===== src/rtl/riscv_ctrl_pkg.sv =====
// Shared encodings for the multicycle RISC-V control unit: FSM states, opcodes,
// ALU operation codes and datapath mux selects.
package riscv_ctrl_pkg;

    typedef enum logic [3:0] {
        S_FETCH    = 4'd0,
        S_DECODE   = 4'd1,
        S_MEMADR   = 4'd2,
        S_MEMREAD  = 4'd3,
        S_MEMWB    = 4'd4,
        S_MEMWRITE = 4'd5,
        S_EXECUTER = 4'd6,
        S_EXECUTEI = 4'd7,
        S_ALUWB    = 4'd8,
        S_BEQ      = 4'd9,
        S_JAL      = 4'd10
    } state_t;

    localparam logic [6:0] OP_LW    = 7'b0000011;
    localparam logic [6:0] OP_SW    = 7'b0100011;
    localparam logic [6:0] OP_RTYPE = 7'b0110011;
    localparam logic [6:0] OP_ITYPE = 7'b0010011;
    localparam logic [6:0] OP_BEQ   = 7'b1100011;
    localparam logic [6:0] OP_JAL   = 7'b1101111;

    localparam logic [1:0] ALUOP_ADD   = 2'b00;
    localparam logic [1:0] ALUOP_SUB   = 2'b01;
    localparam logic [1:0] ALUOP_FUNCT = 2'b10;

    localparam logic [2:0] ALU_ADD = 3'b000;
    localparam logic [2:0] ALU_SUB = 3'b001;
    localparam logic [2:0] ALU_AND = 3'b010;
    localparam logic [2:0] ALU_OR  = 3'b011;
    localparam logic [2:0] ALU_MUL = 3'b100;
    localparam logic [2:0] ALU_SLL = 3'b101;
    localparam logic [2:0] ALU_SLT = 3'b110;

    localparam logic [1:0] RES_ALUOUT    = 2'b00;
    localparam logic [1:0] RES_DATA      = 2'b01;
    localparam logic [1:0] RES_ALURESULT = 2'b10;

    localparam logic [1:0] SRCA_PC    = 2'b00;
    localparam logic [1:0] SRCA_OLDPC = 2'b01;
    localparam logic [1:0] SRCA_RS1   = 2'b10;

    localparam logic [1:0] SRCB_RS2  = 2'b00;
    localparam logic [1:0] SRCB_IMM  = 2'b01;
    localparam logic [1:0] SRCB_FOUR = 2'b10;

    localparam logic [1:0] IMM_I = 2'b00;
    localparam logic [1:0] IMM_S = 2'b01;
    localparam logic [1:0] IMM_B = 2'b10;
    localparam logic [1:0] IMM_J = 2'b11;

    // funct3 codes this core has no ALU operation for (xor, shifts right, sltu).
    function automatic logic is_reserved_funct3(input logic [2:0] f3);
        return (f3 == 3'b011) || (f3 == 3'b100) || (f3 == 3'b101);
    endfunction

endpackage


===== src/rtl/multicycle_controller_alu_decoder.sv =====
// ALUOp/funct decode to the 3-bit ALUControl code.
// Defining MUL_EN makes R-type funct3=000 with funct7b0=1 decode to multiply.
module alu_decoder
    import riscv_ctrl_pkg::*;
(
    input  logic [1:0] alu_op_i,
    input  logic [2:0] funct3_i,
    input  logic       op5_i,
    input  logic       funct7b5_i,
    input  logic       funct7b0_i,
    output logic [2:0] alu_control_o
);

`ifndef MUL_EN
    logic unused_funct7b0;
    assign unused_funct7b0 = funct7b0_i;
`endif

    always_comb begin
        alu_control_o = ALU_ADD;
        case (alu_op_i)
            ALUOP_SUB: alu_control_o = ALU_SUB;
            ALUOP_FUNCT: begin
                case (funct3_i)
                    3'b000: begin
                        // op5 separates register forms from immediates, whose bit 30 is data
                        if (op5_i && funct7b5_i) begin
                            alu_control_o = ALU_SUB;
                        end
`ifdef MUL_EN
                        else if (op5_i && funct7b0_i) begin
                            alu_control_o = ALU_MUL;
                        end
`endif
                    end
                    3'b001:  alu_control_o = ALU_SLL;
                    3'b010:  alu_control_o = ALU_SLT;
                    3'b110:  alu_control_o = ALU_OR;
                    3'b111:  alu_control_o = ALU_AND;
                    default: alu_control_o = ALU_ADD;
                endcase
            end
            default: alu_control_o = ALU_ADD;
        endcase
    end

endmodule


===== src/rtl/multicycle_controller.sv =====
// Moore control FSM for the multicycle RISC-V core; drives all datapath enables and selects.
// Optional multiply support is compiled in with MUL_EN.
module multicycle_controller
    import riscv_ctrl_pkg::*;
(
    input  logic       clk,
    input  logic       reset_n,
    input  logic [6:0] op,
    input  logic [2:0] funct3,
    input  logic       funct7b5,
    input  logic       funct7b0,
    input  logic       zero,
    output logic       PCWrite,
    output logic       AdrSrc,
    output logic       MemWrite,
    output logic       IRWrite,
    output logic       RegWrite,
    output logic [1:0] ResultSrc,
    output logic [1:0] ALUSrcA,
    output logic [1:0] ALUSrcB,
    output logic [1:0] ImmSrc,
    output logic [2:0] ALUControl,
    output logic       illegal
);

    state_t     state_q, state_d;
    logic       pc_update;
    logic       branch;
    logic [1:0] alu_op;
    logic       instr_illegal;
    logic       mul_ok;
    logic       is_rtype;
    logic       is_itype;
    logic       known_op;

    always_ff @(posedge clk) begin
        if (!reset_n) begin
            state_q <= S_FETCH;
        end else begin
            state_q <= state_d;
        end
    end

    assign is_rtype = (op == OP_RTYPE);
    assign is_itype = (op == OP_ITYPE);
    assign known_op = (op == OP_LW) || (op == OP_SW) || is_rtype || is_itype ||
                      (op == OP_BEQ) || (op == OP_JAL);

`ifdef MUL_EN
    assign mul_ok = (funct3 == 3'b000);
`else
    assign mul_ok = 1'b0;
`endif

    assign instr_illegal = !known_op ||
                           ((is_rtype || is_itype) && is_reserved_funct3(funct3)) ||
                           (is_rtype && funct7b0 && !mul_ok);

    always_comb begin
        state_d   = state_q;
        pc_update = 1'b0;
        branch    = 1'b0;
        alu_op    = ALUOP_ADD;
        AdrSrc    = 1'b0;
        MemWrite  = 1'b0;
        IRWrite   = 1'b0;
        RegWrite  = 1'b0;
        ResultSrc = RES_ALUOUT;
        ALUSrcA   = SRCA_PC;
        ALUSrcB   = SRCB_RS2;
        illegal   = 1'b0;
        if (!reset_n) begin
            // Selects park on their FETCH values; every enable stays low.
            state_d   = S_FETCH;
            ResultSrc = RES_ALURESULT;
            ALUSrcB   = SRCB_FOUR;
        end else begin
            case (state_q)
                S_FETCH: begin
                    IRWrite   = 1'b1;
                    ALUSrcB   = SRCB_FOUR;
                    ResultSrc = RES_ALURESULT;
                    pc_update = 1'b1;
                    state_d   = S_DECODE;
                end
                S_DECODE: begin
                    ALUSrcA = SRCA_OLDPC;
                    ALUSrcB = SRCB_IMM;
                    if (instr_illegal) begin
                        illegal = 1'b1;
                        state_d = S_FETCH;
                    end else if (op == OP_LW || op == OP_SW) begin
                        state_d = S_MEMADR;
                    end else if (is_rtype) begin
                        state_d = S_EXECUTER;
                    end else if (is_itype) begin
                        state_d = S_EXECUTEI;
                    end else if (op == OP_BEQ) begin
                        state_d = S_BEQ;
                    end else begin
                        state_d = S_JAL;
                    end
                end
                S_MEMADR: begin
                    ALUSrcA = SRCA_RS1;
                    ALUSrcB = SRCB_IMM;
                    state_d = (op == OP_SW) ? S_MEMWRITE : S_MEMREAD;
                end
                S_MEMREAD: begin
                    AdrSrc  = 1'b1;
                    state_d = S_MEMWB;
                end
                S_MEMWB: begin
                    ResultSrc = RES_DATA;
                    RegWrite  = 1'b1;
                    state_d   = S_FETCH;
                end
                S_MEMWRITE: begin
                    AdrSrc   = 1'b1;
                    MemWrite = 1'b1;
                    state_d  = S_FETCH;
                end
                S_EXECUTER: begin
                    ALUSrcA = SRCA_RS1;
                    alu_op  = ALUOP_FUNCT;
                    state_d = S_ALUWB;
                end
                S_EXECUTEI: begin
                    ALUSrcA = SRCA_RS1;
                    ALUSrcB = SRCB_IMM;
                    alu_op  = ALUOP_FUNCT;
                    state_d = S_ALUWB;
                end
                S_ALUWB: begin
                    RegWrite = 1'b1;
                    state_d  = S_FETCH;
                end
                S_BEQ: begin
                    ALUSrcA = SRCA_RS1;
                    alu_op  = ALUOP_SUB;
                    branch  = 1'b1;
                    state_d = S_FETCH;
                end
                S_JAL: begin
                    ALUSrcA   = SRCA_OLDPC;
                    ALUSrcB   = SRCB_FOUR;
                    pc_update = 1'b1;
                    state_d   = S_ALUWB;
                end
                default: state_d = S_FETCH;
            endcase
        end
    end

    assign PCWrite = pc_update | (branch & zero);

    always_comb begin
        case (op)
            OP_SW:   ImmSrc = IMM_S;
            OP_BEQ:  ImmSrc = IMM_B;
            OP_JAL:  ImmSrc = IMM_J;
            default: ImmSrc = IMM_I;
        endcase
    end

    alu_decoder u_alu_decoder (
        .alu_op_i      (alu_op),
        .funct3_i      (funct3),
        .op5_i         (op[5]),
        .funct7b5_i    (funct7b5),
        .funct7b0_i    (funct7b0),
        .alu_control_o (ALUControl)
    );

endmodule


===== config.mk =====
export PLATFORM = sky130hd
export DESIGN_NAME = multicycle_controller
export DESIGN_NICKNAME = d
export VERILOG_FILES = /design/src/rtl/riscv_ctrl_pkg.sv /design/src/rtl/multicycle_controller_alu_decoder.sv /design/src/rtl/multicycle_controller.sv
export SDC_FILE = /design/constraint.sdc
export NUM_CORES = 1
export LEC_CHECK = 0
export BUFFER_PORTS_ARGS = -buffer_cell sky130_fd_sc_hd__buf_4
export CORE_MARGIN = 8
export CORE_UTILIZATION = 46
export CTS_CLUSTER_SIZE = 20
export DETAILED_ROUTE_END_ITERATION = 16
export GPL_TIMING_DRIVEN = 0
export PLACE_DENSITY = 0.89
export SKIP_LAST_GASP = 1
export SYNTH_ARGS = -nofsm -noshare
export SYNTH_HDL_FRONTEND = slang
export SYNTH_SLANG_ARGS = --single-unit

===== constraint.sdc =====
create_clock -name clk -period 1.85 [get_ports clk]
set_input_delay 0.37 -clock clk [delete_from_list [all_inputs] [get_ports clk]]
set_output_delay 0.37 -clock clk [all_outputs]
set_load 0.05 [all_outputs]

==> metrics.yaml <==
status: "complete, but fails checks"
violations: "negative setup slack"
fill_cells: 79
netlist.area_leader.share_pct: 11.4
vias: 952
initial_core_util_pct: 47.6
postRouteAntennaNets: 0
drc_errors: 0
tightest_slew_ps: 514
cts_hold_buf: 0
worst_setup_path_start_kind: "flop"
slew-limit-headroom_pct: 65.4
die_h_um: 55.0
finalCriticalPeriod_ps: 1990
cp-end-kind: "output port"
ys_seq_area_share_pct: 11.4
synth_top_area_cell: "dfxtp_1"
grt_pass1_wl_um: 3910
largest_reg_flops: 4
cts_buffer_depth: 2
final_hold_viol_count: 0
power.density_nw_per_um2: 334
synth_common_cells: "nand2_1 (12), nor2_1 (10), a21oi_1 (8)"
wl_per_cell_um: 18.3
final-setup-viol-count: 5
synthesis.nets: 119
synth_edf_count: 0
post-route-period-util_pct: 108
cts_made_buffers: 3
totalWireLength_um: 2840
leakagePower_nw: 0.529
fp.dieArea_um2: 3030
nets: 158
place_congestion: 0.842
rsz0062_at_grt: "true"
antenna-diode-count: 0
post_route_cells_drive_above_1_share_pct: 58.3
drt_iter0_drc: 26
track_usage_pct: 17.1
numClockSinks: 4
yosys-top-cells-area: "dfxtp_1 (11%), nand2_1 (6.4%), xnor2_1 (6.3%)"
regMostFlops: "state_q"
ys_async_sr_fraction_pct: 0
max-vdd-ir-drop_mv: 0.236
netlist_area_um2: 701
yosysMostFrequentCell: "nand2_1"
hold_path.class: "in2reg"
rows: 14
syn_inst: 102
fmax_ghz: 0.502
clock_skew_ps: 4.35
clkLatencyLatePin_ps: 240
top_regs: "state_q (4)"
cts_tree: "yes"
cts_root_buf: "clkbuf_4"
syn_to_final_growth_pct: 78.6
drv_slew: 0
crit_fanout: 10
path_class: "reg2out"
grt_pass1_vias: 839
core_um2: 1470
dr.pass1.iters: 4
htreeDepth: 1
synth_ff_type: "dfxtp_1"
vias_per_cell: 6.14
antenna_found_initial: 0
dp_hpwl_um: 1730
grt_max_degree: 11
required_ps: 1480
synth_cell_types: 42
setup_slack_ps: -144
io_pins: 32
crit_arrival_ps: 1620
synth_area_per_cell_um2: 6.87
port_buffers: 30
drv_cap: 0
gr-total-overflow: 0
fp.dieW_um: 55.0
ys_ff_latch: 4
hold_slack_ps: 430
tns_ps: -407
clk_pin_slew_worst_paths_ps: 40
dp_slack_ps: -54.1
yosysWarnings: 0
## critical path, stage by stage (launching register included)
cell and delay (ps):
dfxtp_2 310, buf_6 120, buf_12 140, nand3_2 80, inv_1 120, ha_4 180
nand2_4 50, nor3_4 170, buf_6 180
## routing by layer
layer	vias to the layer above	global-route usage, %	wire length [um]
met3	10	5.08	211
met2	47	31.5	1490
met4	0	4.00	57
li1	434	-	-
met5	-	0	0
met1	461	18.8	1080
## path summary, 6_finish.rpt
path / from / slack [ps] / cells after the start / end
min: reset_n / 430 / 3 / state_q[3]
max: state_q[1] / -140 / 8 / ALUControl[1]
min reg2reg: state_q[0] / 660 / 3 / state_q[1]
max reg2reg: state_q[1] / 560 / 5 / state_q[1]
## cells in the final DEF, fill, tap and decap left out, types with 2 or more instances in the layout
cell type	instances
nor2b_1	5
buf_8	2
buf_6	9
nand3_1	2
nand2_1	11
nor2_2	2
a21oi_1	7
buf_4	28
clkbuf_4	3
a21oi_4	2
nor3b_2	2
dfxtp_2	4
nor2_1	7
or2_2	2
nand3b_1	3
nor3_4	2
o31ai_1	2
nand2b_1	2
xnor2_1	5
inv_1	4
## final cells by class
type | count | area, um2 | area share [%]
Buffer | 6 | 72.6 | 5.80
Clock buffer | 3 | 22.5 | 1.80
Inverter | 4 | 15.0 | 1.20
Multi-Input combinational cell | 88 | 747 | 59.7
Sequential cell | 4 | 85.1 | 6.80
Tap cell | 16 | 20.0 | 1.60
Timing Repair Buffer | 34 | 289 | 23.1
## report_power, final
group          switching (mW)  internal (mW)  total (mW)
Sequential            0.00465         0.0892      0.0939
Clock                  0.0413         0.0729       0.114
Combinational           0.123         0.0875       0.210
Total                   0.169          0.250       0.418
## through the flow
| stage | cells | instance area, um2 | util, % | total power, mW |
|---|---|---|---|---|
| 2_1_floorplan | 102 | 792 | - | 0.206 |
| 3_3_place_gp | 148 | 1040 | 70.5 | 0.263 |
| 3_5_place_dp | 148 | 1040 | 70.5 | 0.268 |
| 4_1_cts | 154 | 1160 | 79.2 | 0.392 |
| 5_1_grt | 155 | 1250 | 85.0 | 0.433 |
| 6_report | 155 | 1250 | 85.0 | 0.418 |
## cells by family (layout without fill, tap and decap cells)
logic type | Yosys count | count (layout) | share of synthesized area, %
fa+ha+maj | 2 | 2 | 3.57
compound gates | 20 | 20 | 20.4
buf+inv | 10 | 47 | 6.78
flops | 4 | 4 | 11.4
simple gates | 59 | 59 | 48.9
xor+xnor | 6 | 6 | 7.50
mux | 1 | 1 | 1.43
## timing repair
action                     CTS  global route
setup buffers                3             2
gates resized for setup     22            17
setup endpoints to repair    7            11
pin swaps                    2             4
(Power assumes the default switching activity.)
